--- src/rtl/alu_pkg.sv ---
// Shared types for the ALU arbiter: opcode, tag and round-robin helper.
// Build option ALU_ARB_PRIO0_EN (see rr_arbiter) does not change anything here.
package alu_pkg;

    localparam int ALU_OP_WIDTH   = 3;
    localparam int ALU_DATA_WIDTH = 8;
    // Requester IDs are carried in this many bits, so NUM_REQ may be at most 2**ALU_ID_WIDTH.
    localparam int ALU_ID_WIDTH   = 2;

    typedef logic [ALU_OP_WIDTH-1:0] alu_opcode_t;

    typedef struct packed {
        logic                    valid;
        logic [ALU_ID_WIDTH-1:0] id;
    } alu_tag_t;

    function automatic logic [ALU_ID_WIDTH-1:0] rr_next(
        input logic [ALU_ID_WIDTH-1:0] idx,
        input int                      num_req
    );
        return (int'(idx) == num_req - 1) ? '0 : idx + 1'b1;
    endfunction

endpackage

--- src/rtl/rr_arbiter.sv ---
// Combinational round-robin picker: first valid request at or after ptr_i, wrapping.
// With ALU_ARB_PRIO0_EN defined, requester 0 wins outright and flags prio_win_o.
module rr_arbiter #(
    parameter int NUM_REQ  = 4,
    parameter int ID_WIDTH = 2
) (
    input  logic [NUM_REQ-1:0]  req_i,
    input  logic [ID_WIDTH-1:0] ptr_i,
    output logic [NUM_REQ-1:0]  grant_oh_o,
    output logic [ID_WIDTH-1:0] grant_idx_o,
    output logic                any_grant_o,
    output logic                prio_win_o
);

    logic [ID_WIDTH-1:0] cand;

    always_comb begin
        grant_oh_o  = '0;
        grant_idx_o = '0;
        any_grant_o = 1'b0;
        prio_win_o  = 1'b0;
        cand        = '0;
`ifdef ALU_ARB_PRIO0_EN
        if (req_i[0]) begin
            grant_oh_o[0] = 1'b1;
            any_grant_o   = 1'b1;
            prio_win_o    = 1'b1;
        end
`endif
        for (int i = 0; i < NUM_REQ; i++) begin
            cand = ID_WIDTH'((int'(ptr_i) + i) % NUM_REQ);
            if (!any_grant_o && req_i[cand]) begin
                grant_oh_o[cand] = 1'b1;
                grant_idx_o      = cand;
                any_grant_o      = 1'b1;
            end
        end
    end

endmodule

--- src/rtl/alu_arbiter.sv ---
// Shares one registered ALU between NUM_REQ requesters; results are routed back by a tag pipe.
// Define ALU_ARB_PRIO0_EN to give requester 0 strict priority (handled in rr_arbiter).
module alu_arbiter
    import alu_pkg::*;
#(
    parameter int NUM_REQ     = 4,
    parameter int DATA_WIDTH  = ALU_DATA_WIDTH,
    parameter int OP_WIDTH    = ALU_OP_WIDTH,
    parameter int ALU_LATENCY = 1
) (
    input  logic                              clock_in,
    input  logic                              reset_in,
    input  logic [NUM_REQ-1:0]                req_valid_in,
    output logic [NUM_REQ-1:0]                req_ready_out,
    input  logic [NUM_REQ*OP_WIDTH-1:0]       req_opcode_in,
    input  logic [NUM_REQ*DATA_WIDTH-1:0]     req_a_in,
    input  logic [NUM_REQ*DATA_WIDTH-1:0]     req_b_in,
    output logic [NUM_REQ-1:0]                resp_valid_out,
    output logic [DATA_WIDTH-1:0]             resp_data_out,
    output logic [OP_WIDTH-1:0]               alu_opcode_out,
    output logic [DATA_WIDTH-1:0]             alu_input1_out,
    output logic [DATA_WIDTH-1:0]             alu_input2_out,
    input  logic [DATA_WIDTH-1:0]             alu_output_in,
    output logic [$clog2(ALU_LATENCY+1)-1:0]  inflight_out
);

    localparam int CNT_WIDTH = $clog2(ALU_LATENCY + 1);

    logic [ALU_ID_WIDTH-1:0]            rr_ptr_q, rr_ptr_d;
    alu_tag_t [ALU_LATENCY-1:0]         tag_q, tag_d;
    logic [CNT_WIDTH-1:0]               inflight_q, inflight_d;

    logic [NUM_REQ-1:0]                 req_masked;
    logic [NUM_REQ-1:0]                 grant_oh;
    logic [ALU_ID_WIDTH-1:0]            grant_idx;
    logic                               any_grant;
    logic                               prio_win;

    // Masking requests during reset keeps grants, ALU drive and the tag pipe quiet.
    assign req_masked = reset_in ? '0 : req_valid_in;

    rr_arbiter #(
        .NUM_REQ  (NUM_REQ),
        .ID_WIDTH (ALU_ID_WIDTH)
    ) u_rr_arbiter (
        .req_i       (req_masked),
        .ptr_i       (rr_ptr_q),
        .grant_oh_o  (grant_oh),
        .grant_idx_o (grant_idx),
        .any_grant_o (any_grant),
        .prio_win_o  (prio_win)
    );

    assign req_ready_out = grant_oh;

    always_comb begin
        alu_opcode_out = '0;
        alu_input1_out = '0;
        alu_input2_out = '0;
        if (any_grant) begin
            alu_opcode_out = req_opcode_in[int'(grant_idx)*OP_WIDTH +: OP_WIDTH];
            alu_input1_out = req_a_in[int'(grant_idx)*DATA_WIDTH +: DATA_WIDTH];
            alu_input2_out = req_b_in[int'(grant_idx)*DATA_WIDTH +: DATA_WIDTH];
        end
    end

    always_comb begin
        rr_ptr_d = rr_ptr_q;
        // A priority win must not disturb the rotation among the other requesters.
        if (any_grant && !prio_win) begin
            rr_ptr_d = rr_next(grant_idx, NUM_REQ);
        end
    end

    always_comb begin
        tag_d          = '0;
        tag_d[0].valid = any_grant;
        tag_d[0].id    = grant_idx;
        for (int i = 1; i < ALU_LATENCY; i++) begin
            tag_d[i] = tag_q[i-1];
        end
    end

    always_comb begin
        inflight_d = '0;
        for (int i = 0; i < ALU_LATENCY; i++) begin
            inflight_d = inflight_d + CNT_WIDTH'(tag_d[i].valid);
        end
    end

    always_ff @(posedge clock_in) begin
        if (reset_in) begin
            rr_ptr_q   <= '0;
            tag_q      <= '0;
            inflight_q <= '0;
        end else begin
            rr_ptr_q   <= rr_ptr_d;
            tag_q      <= tag_d;
            inflight_q <= inflight_d;
        end
    end

    // Gated by reset so a tag captured just before reset never produces a strobe.
    always_comb begin
        resp_valid_out = '0;
        resp_data_out  = '0;
        if (!reset_in && tag_q[ALU_LATENCY-1].valid) begin
            resp_valid_out[tag_q[ALU_LATENCY-1].id] = 1'b1;
            resp_data_out                           = alu_output_in;
        end
    end

    assign inflight_out = reset_in ? '0 : inflight_q;

endmodule

--- config.mk ---
export PLATFORM = sky130hd
export DESIGN_NAME = alu_arbiter
export DESIGN_NICKNAME = d
export VERILOG_FILES = /design/src/rtl/alu_pkg.sv /design/src/rtl/rr_arbiter.sv /design/src/rtl/alu_arbiter.sv
export SDC_FILE = /design/constraint.sdc
export NUM_CORES = 1
export LEC_CHECK = 0
export BUFFER_PORTS_ARGS = -buffer_cell sky130_fd_sc_hd__buf_2
export CAP_MARGIN = 25
export CORE_MARGIN = 3
export CORE_UTILIZATION = 40
export CTS_CLUSTER_DIAMETER = 30
export DETAILED_ROUTE_END_ITERATION = 7
export PLACE_DENSITY = 0.82
export SYNTH_ARGS = -nofsm -noshare
export SYNTH_HDL_FRONTEND = slang
export SYNTH_SLANG_ARGS = --single-unit
--- constraint.sdc ---
create_clock -name clock_in -period 4.5 [get_ports clock_in]
set_input_delay 1.125 -clock clock_in [delete_from_list [all_inputs] [get_ports clock_in]]
set_output_delay 1.125 -clock clock_in [all_outputs]
set_load 0.01 [all_outputs]
Word-level counts from Yosys, hierarchy flattened
Index checks and enable logic that the tools add are counted.
- add/sub/neg operators: 4
- $mul: 1
- $lt $le $gt $ge: 10
- equality and inequality tests: 1
- shifts and indexed selects: 3
- multiplexer cells: 38
- bitwise operators: 3
- reduce and logical (&&, ||, !) cells: 13
- operators with widths (cell ; number):
    $shiftx A32 B6 Y8 ; 2
    $mux W4 ; 6
    $mux W8 ; 3
    $lt A2 B3 Y1 const B ; 5
    $mux W1 ; 14
    $or A4 B4 Y4 ; 3
    $shiftx A12 B5 Y3 ; 1
    $demux W1 S2 ; 5
    $ge A2 B1 Y1 const B ; 5
    $mux W2 ; 5
    $logic_and A1 B1 Y1 ; 9
    $bmux W1 S2 ; 4
    $add A2 B1 Y2 const B ; 2
    $add A2 B2 Y2 const B ; 2
    $logic_not A1 Y1 ; 4
    $mul A2 B2 Y4 const B ; 1
    $mux W3 ; 1
    $eq A2 B1 Y1 const B ; 1
- register bits after elaboration: 5
- bits of input ports: 90
- output and inout bits: 36
- logic and storage cells: 76

Longest topological paths before layout
Gate-level depths: netlist (run 1).
- word-level depth: 16
- depth in mapped cells: 10

Hierarchy
From an unflattened synthesis (run 1), not the netlist that was laid out.
- cell total of the unflattened synthesis: 148
- area, all modules: 1312.5 um2
- modules (own cells, without submodules) (module ; instances ; cells each ; area an instance (um2) ; sequential area each (um2)):
    alu_arbiter ; 1 ; 101 ; 882.1 ; 100.1
    rr_arbiter ; 1 ; 47 ; 430.4 ; 0.0

Least setup slack after synthesis (run 1)
Ideal clock, no wire load.
- kind: register to output
- start: reg rr_ptr_q[0]
- end: out alu_input2_out[0]
- arrival time: 2.954 ns
- required time: 3.375 ns
- path slack: 0.421 ns
- stages on the path, launching flop included: 10
- buffers on the path: 2
- cell sequence: dfxtp_1 > buf_4 > inv_1 > ha_1 > mux4_2 > nor2b_4 > or4_4 > buf_6 > a221oi_1 > nor3_1
- word-level cells in the longest chain between the ends: 14
- RTL lines (item ; line ; RTL):
    start: declaration ; alu_arbiter.sv:29 ; logic [ALU_ID_WIDTH-1:0] rr_ptr_q, rr_ptr_d;
    start signal: assignment ; alu_arbiter.sv:97 ; rr_ptr_q <= rr_ptr_d;
    branches (longest 13 deep; another with $add A2 B1 Y2) ; n/a ;
    $mux W8 (*) ; alu_arbiter.sv:60 ; if (any_grant) begin
    end: declaration ; alu_arbiter.sv:22 ; output logic [DATA_WIDTH-1:0] alu_input2_out,
Every way passes the cells marked *. The select of a mux whose other input is x is not followed.

Worst setup path after layout (run 1)
- start: in req_valid_in[0]
- end: out alu_input1_out[5]
- word-level cells in the longest chain between the ends: 15
- RTL lines (item ; line ; RTL):
    start: declaration ; alu_arbiter.sv:13 ; input logic [NUM_REQ-1:0] req_valid_in,
    $mux W4 (*) ; alu_arbiter.sv:40 ; assign req_masked = reset_in ? '0 : req_valid_in;
    $bmux W1 S2 ; rr_arbiter.sv:32 ; if (!any_grant_o && req_i[cand]) begin
    $mux W1 (not written as such) ; rr_arbiter.sv:32 ;
    $mux W1 ; rr_arbiter.sv:32 ;
    $logic_not A1 Y1 ; rr_arbiter.sv:32 ;
    $logic_and A1 B1 Y1 ; rr_arbiter.sv:32 ;
    $mux W1 ; rr_arbiter.sv:32 ;
    $logic_not A1 Y1 ; rr_arbiter.sv:32 ;
    $logic_and A1 B1 Y1 ; rr_arbiter.sv:32 ;
    $mux W1 ; rr_arbiter.sv:32 ;
    $logic_not A1 Y1 ; rr_arbiter.sv:32 ;
    $logic_and A1 B1 Y1 ; rr_arbiter.sv:32 ;
    $mux W2 ; rr_arbiter.sv:32 ;
    $shiftx A32 B6 Y8 ; alu_arbiter.sv:62 ; alu_input1_out = req_a_in[int'(grant_idx)*DATA_WIDTH +: DATA_WIDTH];
    $mux W8 (*) ; alu_arbiter.sv:60 ;
    end: declaration ; alu_arbiter.sv:21 ; output logic [DATA_WIDTH-1:0] alu_input1_out,
Every way passes the cells marked *; elsewhere a longest branch is shown, timed or not. The select of a mux whose other input is x is not followed.

==> results.yml, run 1 <==
logic_synthesis:
  yosys_warnings: 0
  synth_cell_types: 40
  synth_enable_flop_cells: 0
  syn-num-nets: 299
  syn_area_um2: 1580
  synth_top_family_by_area: "compound AO/OA/AOI/OAI gates"
  yosys.area_share.simple: 0.192
  synth_ff_type: "dfxtp_1"
  synthCells: 201
  avgSynthCellArea_um2: 7.86
  synthArstFlopShare: 0
  synthAdderAreaFrac: 0.0633
  synth-xor-area-share: 0
  muxShareOfSynthArea: 0.0491
  yosysSeqAreaShare: 0.0633
  synth_compound_area_frac: 0.534
  synth_seq_cells: 5
power:
  ir_drop_uv: 89.8
  p_leak_uw: 0.00109
  swShare: 0.455
  powerDensity_nw_per_um2: 226
  switching_power_uw: 239
  comb_power_share: 0.735
  seq_power_share: 0.103
  p_clk_frac: 0.162
  p_int_uw: 286
die:
  die_width_um: 68.9
  core.rowCount: 22
  die-area_um2: 4740
  initial_core_util: 0.422
  die_h_um: 68.9
  core-area_um2: 3740
  io_pins: 126
critical_path:
  required_ns: 3.38
  worstPathMaxFanout: 10
  crit_path_frequent_cell: "buf_2"
  critPathMaxStageDelay_ns: 0.54
  critPathKind: "in -> out"
  end_kind: "output pin"
  cp.arrival_ns: 3.23
  path_cells: "buf_2 > mux4_2 > nor2b_4 > o31a_1 > buf_4 > a2111oi_0 > nor3_1 > buf_2"
  slowest_stage: "mux4_2"
  cp-start-kind: "input port"
drt:
  first_pass_iters: 4
  vias: 2147
  vias_per_cell: 5.87
  ant_nets: 0
  initialDrtViolationCount: 77
  post-route-drc-count: 0
  drt-total-wl_um: 5700
  detail_route.wl_per_cell_um: 15.6
place:
  port_buffers: 125
  hpwl_um: 4340
  place_worst_setup_slack_ns: 0.153
  gp_congestion: 0.792
sta:
  slew_headroom: 0.469
  fmax_mhz: 230
  rsz0062_at_grt: "false"
  finalCritPeriodShare: 0.968
  finClkSkew_ns: 0.00492
  setup_tns_ns: 0
  slew_viol_final: 0
  setup_viol: 0
  timing.final.crit_period_ns: 4.35
  worst_slack_ns: 0.146
  hold_ws_ns: 0.618
  tightest_slew_ns: 0.796
  final_hold_viol_count: 0
status:
  status: "complete, no violations"
grt:
  gr-total-overflow: 0
  grt_pass1_vias: 1896
  grt_max_degree: 39
  groute.usage.overall: 0.231
  antenna_found_initial: 0
  grt_pass1_wl_um: 8580
worst_hold_path:
  holdCritPathClass: "reg -> reg"
clock_tree:
  cts.hold.buffers_added: 0
  cts_buffers: 3
  cts_root_buffer: "clkbuf_8"
  cts_sinks: 5
  cts_tree: "built"
  clock_path_buffers: 2
  clk_latency_ns: 0.23
  clkSlewWorstSetupHoldPaths_ns: 0.04
  htree_levels: 1
run:
  maxCapViolations: 0
finish:
  area_growth_pct: 46.8
  fill_cells: 347
  nNetsFinal: 417
  diodes: 0
  layout-drive-gt1-share: 0.491
==> cell usage after synthesis, types with 2 or more instances <==
cell	instances	share of area
dfxtp_1	5	0.063
nor2b_1	3	0.012
a22oi_1	8	0.038
and2_1	9	0.036
clkbuf_1	18	0.043
mux4_2	3	0.043
inv_1	3	0.0071
a21boi_0	39	0.19
a2111oi_0	20	0.11
ha_1	8	0.063
a21oi_1	3	0.0095
and3b_1	2	0.011
a221oi_1	20	0.11
o31ai_1	5	0.024
nor3_1	20	0.063
nor2_1	6	0.014
buf_2	3	0.0095
buf_6	4	0.029
==> logic make-up after synthesis <==
family,after synthesis
muxes,4
buffers and inverters,31
DFF,5
AOI/OAI and AO/OA,104
adders and majority gates,8
and+or+nand+nor,49
==> flip-flops by register name (all words and copies together) (netlist names) <==
signal	flops
inflight_q	1
rr_ptr_q	2
tag_q	2
==> worst paths after layout <==
kind                    from                 to  slack [ns]  depth (start not counted)
max          req_valid_in[0]  alu_input1_out[5]        0.15                          8
min              rr_ptr_q[1]        rr_ptr_q[1]        0.62                          3
max reg2reg      rr_ptr_q[0]        rr_ptr_q[1]        1.61                          7
min reg2reg      rr_ptr_q[1]        rr_ptr_q[1]        0.62                          3
==> through the flow <==
stage	cells	cell area, µm²	util	total power, µW
4_1_cts	366	2320	0.619	525
2_1_floorplan	201	1580	-	304
5_1_grt	366	2320	0.620	569
6_report	366	2320	0.620	525
3_3_place_gp	362	2270	0.607	432
3_5_place_dp	362	2270	0.607	438
==> routing by layer <==
layer	track usage	routed length, µm	up-vias
met5	0	0	-
met4	0.0681	74	0
met3	0.0243	347	8
met2	0.417	2910	84
met1	0.287	2370	993
li1	-	-	1062
==> critical path, delay by kind of cell <==
family	cells	cell delay [ns]
multiplexers	1	0.54
buffers and inverters	3	0.54
AO/OA/AOI/OAI	2	0.74
AND/OR/NAND/NOR	2	0.29
==> final cells by class <==
| class | count | area [µm²] | share of cell area |
|---|---|---|---|
| Multi-Input combinational cell | 165 | 1350 | 0.580 |
| Timing Repair Buffer | 141 | 758 | 0.327 |
| Sequential cell | 5 | 100 | 0.0432 |
| Tap cell | 48 | 60.1 | 0.0259 |
| Clock buffer | 4 | 45.0 | 0.0194 |
| Inverter | 3 | 11.3 | 0.00485 |
==> power groups by stage <==
stage	sequential, µW	clock (µW)	combinational [µW]
2_1_floorplan	57.8	0	246
3_3_place_gp	53.9	0	378
3_5_place_dp	54.4	0	383
4_1_cts	53.7	86.9	385
5_1_grt	54.4	88.9	426
6_report	53.8	85.1	386
==> placed cells by master (no fill, tap or decap), types with 2 or more instances in the layout <==
cell,count
clkbuf_8,3
a21oi_1,3
and3b_1,2
a22oi_1,8
a21boi_0,39
ha_1,8
nor2_1,6
inv_1,3
buf_4,15
buf_2,125
nor2b_1,3
and2_1,9
nor3_1,20
a2111oi_0,19
dfxtp_1,5
o31ai_1,4
mux4_2,3
a221oi_1,20
==> what timing repair did <==
action	CTS	global route
setup buffers	0	0
resized for setup	0	1
endpoints found under the setup margin	0	1
(Power assumes the default switching activity.)
==> inputs of run 2 (changes only) <==
Settings changed: CORE_UTILIZATION 40 to 43, PLACE_DENSITY 0.82 to 0.87.
Clock period 4.5 ns to 5.3 ns, I/O delays scaled along.
==> run 2 against run 1 <==
  * First-iteration DRC count rose by 39%
  * Register-to-register slack gained 0.46 ns
  * Via count down 1.5%
  * Critical endpoint is now alu_input2_out[3]
  * Count of clock-buffer cells in the layout stayed put
  * Power is 19% lower
  * Combinational power fell by 20%
  * Critical path type is now reg -> out
  * Sequential power down 12%
  * Final area is 3.9% lower
==> results.yml, run 2 (same netlist as run 1, synthesis figures left out) <==
finish:
  layout-drive-gt1-share: 0.474
  final_common_cell: "buf_2"
  fill_cells: 307
  top_regs: "rr_ptr_q x2, tag_q x2, inflight_q x1"
  area_growth_pct: 41.0
  final_cell_area_um2: 2230
  layout_common_cells: "125 x buf_2, 39 x a21boi_0, 20 x nor3_1, 20 x a221oi_1, 20 x a2111oi_0"
  diodes: 0
  nNetsFinal: 407
sta:
  slew_headroom: 0.404
  slew_viol_final: 0
  tightest_slew_ns: 0.888
  timing.final.crit_period_ns: 4.85
  fmax_mhz: 206
  finalCritPeriodShare: 0.915
  rsz0062_at_grt: "false"
  setup_viol: 0
  setup_tns_ns: 0
  final_hold_viol_count: 0
  finClkSkew_ns: 0.00204
critical_path:
  end_kind: "output pin"
  cp.arrival_ns: 3.52
  cp_num_buf_inv: 3
  required_ns: 3.97
  worstPathMaxFanout: 19
  slowest_stage: "mux4_2"
  timing.rr.start: "rr_ptr_q[0]"
  critPathKind: "reg -> out"
  path_cells: "buf_4 > inv_1 > ha_1 > mux4_2 > nor2b_4 > o31a_1 > a2111oi_0 > nor3_1 > buf_2"
  reg2reg_slack_ns: 2.07
  crit_path_start: "rr_ptr_q[0]"
  reg2regPathDepth: 8
  cp-start-kind: "flop"
  r2r_end: "rr_ptr_q[1]"
  cpLargestDelayFamily: "compound AO/OA/AOI/OAI gates"
  critPathMaxStageDelay_ns: 0.61
place:
  gp_congestion: 0.907
  port_buffers: 125
  hpwl_um: 4100
  dpl_cell_area_um2: 2180
clock_tree:
  cts_sinks: 5
  cts_buffers: 3
  cts-resized-gates: 0
  clk_latency_ns: 0.22
  clkSlewWorstSetupHoldPaths_ns: 0.04
  cts_root_buffer: "clkbuf_8"
  cts.hold.buffers_added: 0
  htree_levels: 1
  clock_path_buffers: 2
  cts_tree: "built"
  post-cts-setup-buffer-count: 0
die:
  die-area_um2: 4440
  die_width_um: 66.6
  core-area_um2: 3440
  initial_core_util: 0.459
  die_h_um: 66.6
  core.rowCount: 21
  io_pins: 126
power:
  p_leak_uw: 0.00103
  powerDensity_nw_per_um2: 192
  ir_drop_uv: 87.9
grt:
  grt_max_degree: 42
  grt_pass1_wl_um: 8810
  use_met1: 0.320
  grt_pass1_vias: 1933
  groute.usage.overall: 0.246
  met2_usage: 0.408
  gr-total-overflow: 0
  gr-usage-met3: 0.0405
  gr-max-usage-layer: "met2"
  antenna_found_initial: 0
status:
  status: "complete, no violations"
worst_hold_path:
  min_to: "rr_ptr_q[1]"
  holdCritPathClass: "reg -> reg"
  min_from: "rr_ptr_q[1]"
  hold_depth: 2
run:
  maxCapViolations: 0
drt:
  vias_per_cell: 5.97
  first_pass_iters: 4
  initialDrtViolationCount: 107
  detail_route.wl_per_cell_um: 15.8
  vias: 2115
  ant_nets: 0
  drt-total-wl_um: 5590
  post-route-drc-count: 0
-- run 2: cell types whose count changed in the layout (fill, tap and decap cells not counted), sizes merged --
cell / before / now
buf: 141 / 131
-- run 2: worst max-delay path by stage --
stage                                    to  cells after the start  slack, ns
after floorplan           alu_input2_out[0]                      7       0.89
after global placement    alu_input2_out[3]                      7       0.51
after detailed placement  alu_input2_out[3]                      7       0.48
after CTS                 alu_input2_out[3]                      9       0.46
after global routing      alu_input2_out[3]                      9       0.16
final                     alu_input2_out[3]                      9       0.45
-- run 2: area by class of cell --
type	instances	area (µm²)	share of cell area
Clock buffer	4	45.0	0.0202
Inverter	3	11.3	0.00505
Tap cell	46	57.6	0.0258
Timing Repair Buffer	131	671	0.301
Sequential cell	5	100	0.0449
Multi-Input combinational cell	165	1340	0.603
-- run 2: tightest hold or removal path: cells and delay by family (launching register included) --
| kind | cells | cell delay (ns) |
|---|---|---|
| AO/OA/AOI/OAI | 1 | 0.11 |
| buffers and inverters | 1 | 0.22 |
| flip-flops | 1 | 0.38 |
-- run 2: where the power goes --
group / internal (µW) / leakage, µW / switching [µW] / total [µW]
combinational: 134 / 0.000968 / 174 / 308
sequential: 42.7 / 0.0000416 / 4.70 / 47.4
clock: 51.8 / 0.0000228 / 20.1 / 71.9
total: 228 / 0.00103 / 199 / 427
-- run 2: per-layer routing --
layer / up-vias / wire length [µm]
met3: 13 / 451
li1: 1042 / -
met2: 114 / 2850
met5: - / 0
met1: 946 / 2190
met4: 0 / 106
-- run 2: stage by stage --
step	setup WS [ns]	util	std cells	power, µW	hold slack (ns)
6_report	0.451	0.647	354	427	0.766
2_1_floorplan	0.893	-	201	258	0.643
3_5_place_dp	0.483	0.634	350	353	0.751
3_3_place_gp	0.507	0.634	350	348	0.740
5_1_grt	0.162	0.647	354	465	0.826
4_1_cts	0.460	0.647	354	427	0.767
